<file path="src/rtl/irq_sequencer.sv">
// Interrupt sequencer between the peripheral interrupt lines and CP0: it captures and presents the
// pending vector, arbitrates and acknowledges the taken source, flushes the pipeline and watches handler residency.
module irq_sequencer #(
    parameter logic [5:0] EDGE_MASK  = 6'b000011,
    parameter int         WDOG_LIMIT = 1024,
    parameter int         CNT_W      = 16
) (
    input  logic       i_clk,
    input  logic       i_reset,
    input  logic [5:0] i_irq_src,
    input  logic       i_cp0_req,
    input  logic       i_cp0_is_int,
    input  logic       i_eret,
    output logic [5:0] o_hw_int,
    output logic [5:0] o_irq_ack,
    output logic [2:0] o_irq_id,
    output logic       o_flush,
    output logic       o_in_handler,
    output logic       o_wdog_err
);

    typedef enum logic [1:0] {
        S_IDLE    = 2'd0,
        S_TAKE    = 2'd1,
        S_HANDLER = 2'd2
    } state_t;

    localparam logic [CNT_W-1:0] LIMIT    = CNT_W'(WDOG_LIMIT);
    localparam logic [CNT_W-1:0] LIMIT_M1 = CNT_W'(WDOG_LIMIT - 1);

    state_t           r_state;
    state_t           w_state_next;
    logic [5:0]       r_irq_q;
    logic [5:0]       r_pend_edge;
    logic [5:0]       r_hw_int;
    logic             r_armed;
    logic [2:0]       r_sel;
    logic [2:0]       r_irq_id;
    logic [CNT_W-1:0] r_cnt;
    logic             r_wdog;

    logic [5:0]       w_rise;
    logic [5:0]       w_clr;
    logic [5:0]       w_pending;
    logic [5:0]       w_pend_edge_next;
    logic [2:0]       w_sel;

    // A line already high when reset releases is not treated as an edge; r_armed gates the first cycle.
    assign w_rise           = r_armed ? (i_irq_src & ~r_irq_q & EDGE_MASK) : 6'd0;
    assign w_pending        = (r_pend_edge & EDGE_MASK) | (r_irq_q & ~EDGE_MASK);
    assign w_pend_edge_next = (r_pend_edge & ~w_clr) | w_rise;

    always_comb begin
        w_sel = 3'd0;
        for (int i = 5; i >= 0; i--) begin
            if (r_hw_int[i]) begin
                w_sel = 3'(i);
            end
        end
    end

    // Only edge sources are cleared on take; level sources drop when the peripheral is serviced.
    always_comb begin
        w_clr = 6'd0;
        if (r_state == S_TAKE) begin
            w_clr[r_sel] = EDGE_MASK[r_sel];
        end
    end

    always_comb begin
        w_state_next = r_state;
        case (r_state)
            S_IDLE: begin
                if (i_cp0_req) begin
                    if (!i_cp0_is_int) begin
                        w_state_next = S_HANDLER;
                    end else if (r_hw_int != 6'd0) begin
                        w_state_next = S_TAKE;
                    end
                end
            end
            S_TAKE:    w_state_next = S_HANDLER;
            S_HANDLER: begin
                if (i_eret) begin
                    w_state_next = S_IDLE;
                end
            end
            default:   w_state_next = S_IDLE;
        endcase
    end

    always_ff @(posedge i_clk) begin
        if (!i_reset) begin
            r_state     <= S_IDLE;
            r_irq_q     <= 6'd0;
            r_pend_edge <= 6'd0;
            r_hw_int    <= 6'd0;
            r_armed     <= 1'b0;
            r_sel       <= 3'd0;
            r_irq_id    <= 3'd7;
            r_cnt       <= '0;
            r_wdog      <= 1'b0;
        end else begin
            r_state     <= w_state_next;
            r_irq_q     <= i_irq_src;
            r_pend_edge <= w_pend_edge_next;
            // The source being acknowledged is withdrawn from CP0 immediately.
            r_hw_int    <= w_pending & ~w_clr;
            r_armed     <= 1'b1;
            if (r_state == S_IDLE && w_state_next == S_TAKE) begin
                r_sel    <= w_sel;
                r_irq_id <= w_sel;
            end else if (r_state == S_IDLE && w_state_next == S_HANDLER) begin
                r_irq_id <= 3'd7;
            end else if (r_state == S_HANDLER && i_eret) begin
                r_irq_id <= 3'd7;
            end
            if (r_state == S_HANDLER && !i_eret) begin
                if (r_cnt != LIMIT) begin
                    r_cnt <= r_cnt + CNT_W'(1);
                end
                if (r_cnt >= LIMIT_M1) begin
                    r_wdog <= 1'b1;
                end
            end else begin
                r_cnt <= '0;
            end
        end
    end

    assign o_hw_int     = r_hw_int;
    assign o_irq_ack    = (r_state == S_TAKE) ? (6'd1 << r_sel) : 6'd0;
    assign o_irq_id     = r_irq_id;
    assign o_flush      = (r_state == S_TAKE);
    assign o_in_handler = (r_state != S_IDLE);
    assign o_wdog_err   = r_wdog;

endmodule

</file>
<file path="config.mk">
export PLATFORM = sky130hd
export DESIGN_NAME = irq_sequencer
export DESIGN_NICKNAME = d
export VERILOG_FILES = /design/src/rtl/irq_sequencer.sv
export SDC_FILE = /design/constraint.sdc
export NUM_CORES = 1
export LEC_CHECK = 0
export ABC_AREA = 1
export BUFFER_PORTS_ARGS = -buffer_cell sky130_fd_sc_hd__buf_2
export CORE_MARGIN = 2
export CORE_UTILIZATION = 30
export CTS_BUF_LIST = sky130_fd_sc_hd__clkbuf_8 sky130_fd_sc_hd__clkbuf_16
export DETAILED_ROUTE_END_ITERATION = 7
export HOLD_SLACK_MARGIN = 0.05
export PLACE_DENSITY_LB_ADDON = 0.3
export SLEW_MARGIN = 20
export SYNTH_ARGS = -nofsm -noshare
export SYNTH_HDL_FRONTEND = slang
export SYNTH_SLANG_ARGS = --single-unit
</file>
<file path="constraint.sdc">
create_clock -name i_clk -period 1.5 [get_ports i_clk]
set_input_delay 0.075 -clock i_clk [delete_from_list [all_inputs] [get_ports i_clk]]
set_output_delay 0.075 -clock i_clk [all_outputs]
set_load 0.05 [all_outputs]
</file>
==> results.md, run 1 <==
- Mapped Area: 1950 sq um
- Critical Path RT: 1420 ps
- Max Transition Viols Final: 0
- Layout cells sized above 1: 26.6%
- Synth area leader: dfxtp_1
- Register area share after synthesis: 42.1%
- Post-synth cell types: 30
- Endpoint class of the critical path: output pin
- Global-route wire length before repair: 6920 um
- CP Launch Type: flip-flop
- CTS Buf Count: 5
- Static Leak: 1.01 nW
- Placed wire-length estimate: 3140 um
- Yosys top cell area share: 42.1%
- Setup TNS: 0 ps
- Via count: 1745
- Hold slack: 85.6 ps
- Total gr overflow: 0
- Crit-path max FO: 4
- DR vias/cell: 4.49
- Tmin final: 1450 ps
- Worst slew margin: 79.4%
- Worst min path class: in2reg
- Setup Skew: 9.05 ps
- Area grow syn2layout: 25.6%
- Nets: 324
- Worst vdd ir: 469 uV
- Multi-input combinational cell area: 1040 sq um
- Number of diodes: 0
- H-tree depth: 2
- Initial Util: 30.9%
- Clock sink count: 41
- Dpl cell area: 2240 sq um
- Critical Path AT: 1370 ps
- Fin crit share: 96.4%
- WL/cell: 10.6 um
- Worst Tran Pin Value: 309 ps
- Synth Instances: 271
- Gp weighted congestion: 0.862
- Die width: 84.6 um
- Setup bufs post-CTS: 0
- Clock slew at reported path FFs: 80 ps
- Die area: 7160 sq um
- Core Area: 6310 sq um
- Clk Latency, worst-skew pair: 290 ps
- Final antenna-violating net count: 0
- Reg area: 827 sq um
- Outcome: completed
- Maximum clock path buffer count: 2
- Design Area, Final: 2450 sq um
- Synthesized net count: 284
- Non-filler instance count after layout: 389
- Synth warn: 0
- Total GRT Usage: 12.0%
- Final wirelength: 4110 um
- Placed insts: 375
- IO Pins: 29
- Clock tree root buffer cell: clkbuf_8
- Largest net degree at the start of global routing: 20
- Vias in the first global route: 1587
- Setup-failing EPs final: 0
- Max Cap Viol: 0
- Synthesized area per cell: 7.20 sq um
- Die height: 84.6 um
- Drt pass-1 iters: 4
- FMAX: 691 MHz
- Reg2reg setup slack: 220 ps
- Worst setup path class: reg2out
- Area contributors post-synth: dfxtp_1 42%, nand2_1 13%, nor2_1 6.9%
- Site row count: 29
- RSZ-0062 raised after global routing: false
- DRC viols: 0
- Initial antenna violation count: 0
- Final hold vios: 0
- TritonCTS clock tree: done
- Fillcell total: 667
- FF+latch count, synth: 41
- Iteration-0 DRC count of the detailed router: 55
- PwrDens: 958 nW/um^2
- # port buffers: 28
placed cells by master (no fill, tap or decap), drive strengths merged, types with 4 or more instances in the layout:
master,instances
o21ai,8
nand4,4
nor3,5
clkbuf,7
nand2,74
nand3,23
nand3b,5
dfxtp,41
nor2,44
inv,35
dlygate4sd3,6
a21oi,21
buf,29
repair_timing:
item,4_1_cts,5_1_grt
endpoints found under the hold margin,6,0
hold buffers,6,0
resized for setup,7,6
endpoints found under the setup margin,5,6
stage by stage:
step / setup WS, ps / utilization [%] / power, mW
after floorplan: -9.72 / - / 1.38
after global placement: 238 / 35.5 / 1.45
after detailed placement: 226 / 35.5 / 1.45
after CTS: 9.23 / 38.6 / 2.38
after global routing: 1.01 / 38.8 / 2.45
final: 53.7 / 38.8 / 2.35
report_power, final:
part / switching (mW) / total (mW) / internal (mW) / leakage (nW)
clock network: 0.376 / 0.912 / 0.536 / 0.0626
logic: 0.182 / 0.270 / 0.0885 / 0.614
registers: 0.0346 / 1.16 / 1.13 / 0.336
worst paths after layout:
path / startpoint / end / depth (start not counted)
worst min-delay path: i_reset / o_hw_int[0] / 3
worst max register to register: r_cnt[1] / r_cnt[14] / 6
worst max-delay path: r_sel[2] / o_irq_ack[4] / 4
worst min register to register: r_irq_q[3] / o_hw_int[3] / 2
worst max-delay path, cell delays in order (launching register included):
cell and delay [ps]:
dfxtp_4 400, inv_2 60, or2_4 250, nor3_4 190, buf_6 180
registers in the layout, indices dropped and copies added, names as in the netlist, named ones only:
register and cells:
o_irq_id 3, o_hw_int 6, r_pend_edge 2, r_sel 3, r_irq_q 6, o_wdog_err 1, r_cnt 16, r_armed 1
r_state 2
cells by family after synthesis:
| kind of cell | share of synthesized area, % |
|---|---|
| xor+xnor | 0.449 |
| flops | 42.1 |
| fa+ha+maj | 1.28 |
| compound gates | 9.75 |
| simple gates | 38.5 |
| buf+inv | 7.95 |
layout make-up:
class                           count  share of cell area, %
Clock buffer                        6                   3.37
Clock inverter                      2                   1.38
Inverter                           35                   5.46
Multi-Input combinational cell    192                   42.4
Sequential cell                    41                   33.8
Tap cell                           77                   3.93
Timing Repair Buffer               36                   9.70
Yosys cell counts:
cell and n:
nand2_4 1, clkinv_1 1, ha_1 2, o21bai_2 1, nand3b_1 5, a21oi_1 12
dfxtp_1 41, a21oi_2 9, nand4_1 4, nor4_1 1, nor2_4 4, or2_2 1
nand3_1 21, and3_1 1, buf_6 1, buf_2 1, nor3_2 2, o21ai_0 5
nor3_1 3, nor2_1 36, or2_1 1, nand2_1 68, inv_2 8, inv_1 26
buf_4 1, o21ai_1 3, nand2_2 5, nor2_2 4, nand3_2 2, xor2_1 1
layer usage:
metal  track usage (%)  wire length, um  vias to the layer above
met1              14.4             1980                      777
li1                  -                -                      943
met2              20.5             1940                       21
met3              3.34              148                        4
met5                 0                0                        -
met4              4.18               45                        0
No activity file was read; power rests on OpenSTA's default activity.
==> run 2, diff against run 1 <==
==> constraint.sdc (replaced) <==
create_clock -name i_clk -period 1.5 [get_ports i_clk]
set_input_delay 0 -clock i_clk [delete_from_list [all_inputs] [get_ports i_clk]]
set_output_delay 0 -clock i_clk [all_outputs]
set_load 0.05 [all_outputs]
==> run 2 against run 1 <==
Compared with the run above:
- setup slack gained 25 ps
- maximum frequency grew 1.8%
- die area is the same
- global-route usage grew 0.34 points
- via count shrank 0.69%
- count of clock-buffer cells in the layout is the same
- total power is essentially flat
- clock power is essentially flat
- critical endpoint unchanged
- highest routed layer unchanged
==> results.md, run 2 (synthesized netlist as in run 1, its figures left out) <==
- Outcome: completed (unchanged)
- Initial antenna violation count: 0 (unchanged)
- Clock slew at reported path FFs: 80 ps (about the same)
- Crit-path max FO: 4 (unchanged)
- RSZ-0062 raised after global routing: false (unchanged)
- TritonCTS clock tree: done (unchanged)
- Setup TNS: 0 ps (unchanged)
- Gp weighted congestion: 0.835 (was 0.862)
- Area grow syn2layout: 25.1% (was 25.6%)
- Critical Path AT: 1420 ps (was 1370 ps)
- Clk Latency, worst-skew pair: 290 ps (about the same)
- H-tree depth: 2 (unchanged)
- Metal3 WL: 135 um (was 148 um)
- Die area: 7160 sq um (unchanged)
- Final hold vios: 0 (unchanged)
- Commonest non-fill, non-tap cell in the layout: nand2_1 (unchanged)
- Hold Startpoint: i_eret (was i_reset)
- PnR worst setup slack: 79.1 ps (was 53.7 ps)
- CP Launch Point: r_sel[2] (unchanged)
- Setup bufs post-CTS: 0 (unchanged)
- Non-filler instance count after layout: 389 (unchanged)
- Most flops, register: r_cnt (unchanged)
- Placed wire-length estimate: 3180 um (was 3140 um)
- Iteration-0 DRC count of the detailed router: 53 (was 55)
- Core Area: 6310 sq um (unchanged)
- Site row count: 29 (unchanged)
- Maximum clock path buffer count: 2 (unchanged)
- # port buffers: 28 (unchanged)
- Final design utilization: 38.7% (was 38.8%)
- Layout cells sized above 1: 26.6% (unchanged)
- Worst min path class: in2reg (unchanged)
- Global-route wire length before repair: 7030 um (was 6920 um)
- Pre-CTS setup slack: 224 ps (was 226 ps)
- Most frequent cells in the layout: 67 x nand2_1, 37 x dfxtp_1, 34 x nor2_1, 26 x inv_1, 26 x buf_2 (was 67 x nand2_1, 38 x dfxtp_1, 34 x nor2_1, 27 x inv_1, 22 x buf_2)
- DRC viols: 0 (unchanged)
- Clock sink count: 41 (unchanged)
- Final wirelength: 4210 um (was 4110 um)
- CP Launch Type: flip-flop (unchanged)
- CTS Buf Count: 5 (unchanged)
- Met2 WL: 2000 um (was 1940 um)
- Placed insts: 374 (was 375)
- Via count: 1733 (was 1745)
- Initial Util: 30.9% (unchanged)
- Clock tree root buffer cell: clkbuf_8 (unchanged)
- Final antenna-violating net count: 0 (unchanged)
- Nets: 324 (unchanged)
- Die height: 84.6 um (unchanged)
- Total gr overflow: 0 (unchanged)
- Number of diodes: 0 (unchanged)
- Largest net degree at the start of global routing: 20 (unchanged)
- Die width: 84.6 um (unchanged)
- Worst slew margin: 79.1% (was 79.4%)
- Endpoint class of the critical path: output pin (unchanged)
- Fin crit share: 94.7% (was 96.4%)
- Critical Path RT: 1500 ps (was 1420 ps)
- Worst vdd ir: 420 uV (was 469 uV)
- DR top layer: met4 (unchanged)
- Setup Skew: 6.55 ps (was 9.05 ps)
- DR vias/cell: 4.46 (was 4.49)
- Worst setup path class: reg2out (unchanged)
- Worst R2R Start: r_cnt[0] (was r_cnt[1])
- Largest register FFs: 16 (unchanged)
- Static Leak: 1.00 nW (was 1.01 nW)
- Hold slack: 124 ps (was 85.6 ps)
- WL/cell: 10.8 um (was 10.6 um)
- Metal-1 WL: 1990 um (was 1980 um)
- Max Transition Viols Final: 0 (unchanged)
- IO Pins: 29 (unchanged)
- Total GRT Usage: 12.3% (was 12.0%)
- Setup-failing EPs final: 0 (unchanged)
- Vias in the first global route: 1592 (was 1587)
- Max Cap Viol: 0 (unchanged)
- PwrDens: 961 nW/um^2 (was 958 nW/um^2)
- FMAX: 704 MHz (was 691 MHz)
- Tmin final: 1420 ps (was 1450 ps)
- Worst Tran Pin Value: 313 ps (was 309 ps)
- Drt pass-1 iters: 4 (unchanged)
==> run 2: cell count changes in the layout (fill, tap and decap cells not counted), sizes merged <==
cell	delta
buf	-1
clkinvlp	+1
dlygate4sd3	+1
inv	-1
==> run 2: final timing paths <==
check / end / slack, ps / depth (start not counted)
max reg2reg: r_cnt[14] / 210 / 5
max: o_irq_ack[4] / 80 / 4
min: r_cnt[1] / 120 / 6
min reg2reg: o_hw_int[5] / 420 / 2
==> run 2: report_power, final <==
part	total [mW]	switching [mW]	internal [mW]
Sequential	1.17	0.0370	1.13
Combinational	0.265	0.179	0.0858
Clock	0.915	0.374	0.541
==> run 2: critical path, stage by stage (launching register included) <==
cell and delay (ps):
dfxtp_4 400, inv_2 50, or2_1 270, nor3_4 210
buf_6 190
==> run 2: repair_timing <==
item                                    4_1_cts  5_1_grt
endpoints found under the setup margin        5        3
hold buffers                                  7        0
hold endpoints to repair                     11        0
gates resized for setup                       3        4
==> run 2: layout make-up <==
class | instances | area (sq um)
Clock buffer | 6 | 82.6
Clock inverter | 2 | 37.5
Fill cell | 674 | 3870
Inverter | 35 | 134
Multi-Input combinational cell | 192 | 1040
Sequential cell | 41 | 828
Tap cell | 77 | 96.3
Timing Repair Buffer | 36 | 226
==> run 2: routing by layer <==
layer	track usage, %	vias up
li1	-	938
met1	15.2	767
met2	20.1	21
met3	3.15	7
met4	5.77	0
met5	0	-
==> run 2: stage by stage <==
stage | area (sq um) | power [mW]
2_1_floorplan | 2010 | 1.38
3_3_place_gp | 2230 | 1.44
3_5_place_dp | 2230 | 1.45
4_1_cts | 2430 | 2.38
5_1_grt | 2440 | 2.46
6_report | 2440 | 2.35
